`src/rtl/lane_sync_tx.sv`:
```
// lane_sync_tx: frames a byte stream into a high-speed lane burst (zero preamble, 0xB8 sync, payload, trailer).
// Optional bit skew of the lane stream is compiled in with the macro LANE_TX_SKEW_EN.
module lane_sync_tx #(
  parameter int PREAMBLE_LEN = 4,
  parameter int TRAILER_LEN  = 2,
  parameter int SKEW         = 3
) (
  input  logic       sys_clk,
  input  logic       sys_rst,
  input  logic [7:0] byte_data,
  input  logic       byte_valid,
  input  logic       byte_last,
  output logic       byte_ready,
  output logic [7:0] lane_data,
  output logic       lane_hs_en,
  output logic       err_underrun
);

  typedef enum logic [2:0] {IDLE, PREAMBLE, SYNC, DATA, TRAILER} state_t;

  localparam logic [7:0] SYNC_BYTE = 8'hB8;
  localparam logic [3:0] PRE_LAST  = 4'(PREAMBLE_LEN - 2);
  localparam logic [3:0] TRL_LAST  = 4'(TRAILER_LEN);

  if (PREAMBLE_LEN < 1 || PREAMBLE_LEN > 15) begin : g_bad_preamble
    $error("PREAMBLE_LEN must be 1..15");
  end
  if (TRAILER_LEN < 1 || TRAILER_LEN > 15) begin : g_bad_trailer
    $error("TRAILER_LEN must be 1..15");
  end
  if (SKEW < 0 || SKEW > 7) begin : g_bad_skew
    $error("SKEW must be 0..7");
  end

  state_t     state, state_nxt;
  logic [3:0] cnt, cnt_nxt;
  logic [7:0] word, word_nxt;
  logic       hs, hs_nxt;
  logic       err_nxt;
  logic       msb, msb_nxt;
  logic       short_trl, short_nxt;
  logic       start_ok;
  logic [7:0] trail_byte;

  assign trail_byte = {8{~msb}};
  assign byte_ready = (state == DATA);

  // The lane word is loaded on the edge leaving each state cycle, so the entry edge
  // supplies the first preamble zero and the underrun edge supplies the first trailer byte.
  always_comb begin
    state_nxt = state;
    cnt_nxt   = cnt;
    word_nxt  = word;
    hs_nxt    = hs;
    err_nxt   = 1'b0;
    msb_nxt   = msb;
    short_nxt = short_trl;
    unique case (state)
      IDLE: begin
        word_nxt = 8'h00;
        hs_nxt   = 1'b0;
        if (byte_valid && start_ok) begin
          state_nxt = (PREAMBLE_LEN > 1) ? PREAMBLE : SYNC;
          hs_nxt    = 1'b1;
        end
      end
      PREAMBLE: begin
        word_nxt = 8'h00;
        if (cnt == PRE_LAST) state_nxt = SYNC;
        else                 cnt_nxt   = cnt + 4'd1;
      end
      SYNC: begin
        word_nxt  = SYNC_BYTE;
        msb_nxt   = SYNC_BYTE[7];
        state_nxt = DATA;
      end
      DATA: begin
        if (byte_valid) begin
          word_nxt = byte_data;
          msb_nxt  = byte_data[7];
          if (byte_last) begin
            state_nxt = TRAILER;
            short_nxt = 1'b0;
          end
        end else begin
          word_nxt  = trail_byte;
          err_nxt   = 1'b1;
          short_nxt = 1'b1;
          state_nxt = TRAILER;
        end
      end
      TRAILER: begin
        if (cnt == TRL_LAST - {3'b000, short_trl}) begin
          state_nxt = IDLE;
          word_nxt  = 8'h00;
          hs_nxt    = 1'b0;
        end else begin
          word_nxt = trail_byte;
          cnt_nxt  = cnt + 4'd1;
        end
      end
      default: state_nxt = IDLE;
    endcase
    if (state_nxt != state) cnt_nxt = 4'd0;
  end

  always_ff @(posedge sys_clk or posedge sys_rst) begin
    if (sys_rst) begin
      state        <= IDLE;
      cnt          <= 4'd0;
      word         <= 8'h00;
      hs           <= 1'b0;
      err_underrun <= 1'b0;
      msb          <= 1'b0;
      short_trl    <= 1'b0;
    end else begin
      state        <= state_nxt;
      cnt          <= cnt_nxt;
      word         <= word_nxt;
      hs           <= hs_nxt;
      err_underrun <= err_nxt;
      msb          <= msb_nxt;
      short_trl    <= short_nxt;
    end
  end

`ifdef LANE_TX_SKEW_EN
  if (SKEW == 0) begin : g_no_skew
    assign lane_data  = word;
    assign lane_hs_en = hs;
    assign start_ok   = 1'b1;
  end else begin : g_skew
    logic [7:0] prev;
    logic       hs_d;

    always_ff @(posedge sys_clk or posedge sys_rst) begin
      if (sys_rst) begin
        prev <= 8'h00;
        hs_d <= 1'b0;
      end else begin
        prev <= word;
        hs_d <= hs;
      end
    end

    // The flush cycle keeps hs_en high, so a new burst waits until it has passed.
    assign lane_data  = {word[7-SKEW:0], prev[7:8-SKEW]};
    assign lane_hs_en = hs | hs_d;
    assign start_ok   = ~hs_d;
  end
`else
  assign lane_data  = word;
  assign lane_hs_en = hs;
  assign start_ok   = 1'b1;
`endif

endmodule

```
`config.mk`:
```
export PLATFORM = sky130hd
export DESIGN_NAME = lane_sync_tx
export DESIGN_NICKNAME = d
export VERILOG_FILES = /design/src/rtl/lane_sync_tx.sv
export SDC_FILE = /design/constraint.sdc
export NUM_CORES = 1
export LEC_CHECK = 0
export ABC_AREA = 0
export ABC_CLOCK_PERIOD_IN_PS = 2060
export CORE_ASPECT_RATIO = 0.6
export CORE_MARGIN = 4
export CORE_UTILIZATION = 49
export CTS_BUF_LIST = sky130_fd_sc_hd__clkbuf_16
export DETAILED_ROUTE_END_ITERATION = 6
export GPL_ROUTABILITY_DRIVEN = 0
export PLACE_DENSITY = 0.77
export SLEW_MARGIN = 20
export SYNTH_ARGS = -nofsm -noshare
export SYNTH_HDL_FRONTEND = slang
export SYNTH_SLANG_ARGS = --single-unit
```
`constraint.sdc`:
```
create_clock -name sys_clk -period 2.06 [get_ports sys_clk]
set_clock_uncertainty 0.2 [all_clocks]
set_input_delay 0.618 -clock sys_clk [delete_from_list [all_inputs] [get_ports sys_clk]]
set_output_delay 0.618 -clock sys_clk [all_outputs]
set_load 0.02 [all_outputs]
```
==> key figures <==
Status
  • Outcome: completed

Power
  • Total leakage power: 0.692 nW
  • Total Power: 1.98 mW
  • Cell Pwr Density: 1320 mW/mm^2
  • Worst IR Drop VDD: 0.000887 V

Global routing
  • Largest net degree at the start of global routing: 20
  • Global route total overflow: 0
  • GRT Max-Usage Layer: met2
  • Vias in the first global route: 849
  • Initial antenna violation count: 0
  • GR Layer Usage met3: 0.0533
  • Met2 usage: 0.292
  • Global-route wire length before repair: 4220 um
  • Total track usage: 0.186
  • GRT met1 Usage: 0.266

Routing
  • Starting DRT DRC Count: 77
  • Vias per inst: 5.69
  • Drt pass-1 iters: 6
  • WL/cell: 15.8 um
  • DRT antenna net count: 0
  • DRC Markers: 0
  • Wirelength, routed: 2670 um
  • DR vias: 962

Critical path
  • Worst-path fanout max: 2
  • CP max stage cell: clkdlybuf4s50_1
  • Flop-to-flop setup slack: 110 ps
  • Reg-to-reg critical path endpoint: cnt[2]
  • Crit path kind: reg -> out
  • R2r worst-path depth: 6
  • Setup crit start kind: flip-flop
  • CP required: 1240 ps
  • WP depth: 1
  • Endpoint class of the critical path: primary output
  • CP arrival: 1220 ps
  • Cells along the critical path: clkdlybuf4s50_1
  • Worst Path Buf+Inv: 1
  • R2r startpoint: cnt[0]
  • Crit-path max cell delay: 620 ps
  • Crit-path leading delay family: buffers and inverters

Floorplanning
  • Top Ports: 23
  • Die area: 0.00305 sq mm
  • Core region area: 0.00197 sq mm
  • Die width: 68.6 um
  • Initial Util: 0.550
  • Chip height: 44.4 um
  • # rows: 12

Synth
  • Share of the yosys chip area belonging to registers: 0.440
  • Post-synth EDFFs: 0
  • Synthesis-stage register bit count: 19
  • Warnings from Yosys: 0
  • Yosys cell types: 39
  • Asr flop ratio synth: 1.00
  • Syn Nets: 121
  • Syn avg cell area: 10.1 sq um
  • Top_reg_cell synth: dfrtp_1
  • Mapped Area: 0.00108 sq mm
  • Cell count after synthesis: 107

STA
  • Setup TNS Final: 0 ps
  • Final worst-path setup slack: 18.7 ps
  • Fmax: 490 MHz
  • Worst relative slew slack: 0.705
  • Max Transition Viols Final: 0
  • Setup Viol. Count Final: 0
  • Final Hold Viols: 0
  • Worst-margin pin slew: 443 ps
  • Min cycle time layout: 2040 ps
  • Final period utilization: 0.991
  • RSZ-0062 raised after global routing: false
  • Worst hold margin: 302 ps

Final layout
  • Commonest non-fill, non-tap cell in the layout: clkdlybuf4s50_1
  • Fillcell total: 128
  • Layout cells sized above 1: 0.213
  • FF/Latch Area: 477 sq um
  • Most frequent cells in the layout: 19 x clkdlybuf4s50_1, 18 x dfrtp_1, 13 x buf_4, 9 x nand2_1
  • Fin nets: 156
  • # diodes: 0
  • Synthesis-to-finish area growth: 38.9%
  • Fin util: 0.763
  • Area of the multi-input gates: 567 sq um

Clock tree
  • Hold-fix buffers at CTS: 0
  • CTS sink count: 19
  • Post-CTS Setup Inserts: 0
  • # H-tree levels: 1
  • Clock buffer depth: 2
  • CTS tree: done
  • CTS buffer count: 3
  • Clk root buf: clkbuf_16
  • Reg clk slew, reported paths: 50 ps
  • Worst-skew pair later-pin latency: 250 ps

Hold path
  • Hold Startpoint: lane_data[0]
  • Hold endpoint: lane_data[0]
  • Hold crit path type: reg -> reg
  • Hold depth: 2

Flow run
  • Max-Cap Viols: 0

Placement
  • Number of buffers added on ports: 22
  • Dpl hpwl: 1930 um
  • Post-placement setup slack: -327 ps
kinds of logic (layout without fill, tap and decap cells):
kind of cell | Yosys count | after routing | share of synthesized area
AND/OR/NAND/NOR | 39 | 39 | 0.226
AO/OA/AOI/OAI | 35 | 35 | 0.263
flip-flops | 19 | 19 | 0.440
buffers and inverters | 12 | 46 | 0.0486
adder cells (fa/ha/maj) | 2 | 2 | 0.0231
per-stage QoR:
stage | instances | instance area, sq um
final | 169 | 1500
after global routing | 169 | 1500
after CTS | 169 | 1490
after detailed placement | 165 | 1410
after global placement | 165 | 1410
after floorplan | 107 | 1080
synth_stat cells, types with 3 or more instances:
master / instances / area share
buf_2: 3 / 0.014
dfrtp_1: 19 / 0.44
nand3b_1: 3 / 0.021
nor3_1: 4 / 0.019
a21oi_1: 6 / 0.028
a22oi_1: 8 / 0.056
o21ai_0: 8 / 0.037
nor2_1: 6 / 0.021
inv_1: 7 / 0.024
nand2_1: 9 / 0.031
state kept, by name, indices dropped and copies added (netlist names):
| register | count |
|---|---|
| state | 3 |
| cnt | 4 |
| err_underrun | 1 |
| msb | 1 |
| lane_hs_en | 1 |
| lane_data | 8 |
| short_trl | 1 |
final cells by class:
cell class                      instances  share of cell area
Clock buffer                            3              0.0500
Clock inverter                          1             0.00250
Inverter                                7              0.0175
Multi-Input combinational cell         76               0.378
Sequential cell                        19               0.317
Tap cell                               28              0.0233
Timing Repair Buffer                   35               0.212
worst max path at each step:
stage,endpoint,start
global placement,cnt[2],byte_valid
CTS,lane_data[5],lane_data[5]
floorplan,cnt[2],cnt[0]
finish,lane_data[6],lane_data[6]
global route,lane_data[3],lane_data[3]
detailed placement,lane_data[6],byte_valid
power by group:
part / switching [mW] / internal, mW / leakage (nW) / total (mW)
combinational: 0.551 / 0.459 / 0.400 / 1.01
sequential: 0.0876 / 0.488 / 0.249 / 0.575
clock: 0.135 / 0.258 / 0.0423 / 0.393
total: 0.773 / 1.20 / 0.692 / 1.98
worst min-delay path, delay by kind of cell, from the launching register on:
kind            cells  cell delay [ps]
flops               1              340
compound gates      2              120
per-layer routing:
metal,routed length [um],part of all wire
met1,1310,0.49
met2,1220,0.46
met3,130,0.049
met4,0,0
met5,0,0
repair_timing:
action                     in CTS  in global routing
gates resized for setup         3                  6
setup endpoints to repair       8                  7
pin swaps                       0                  0
Note: power is estimated with default switching activity, not from simulation.
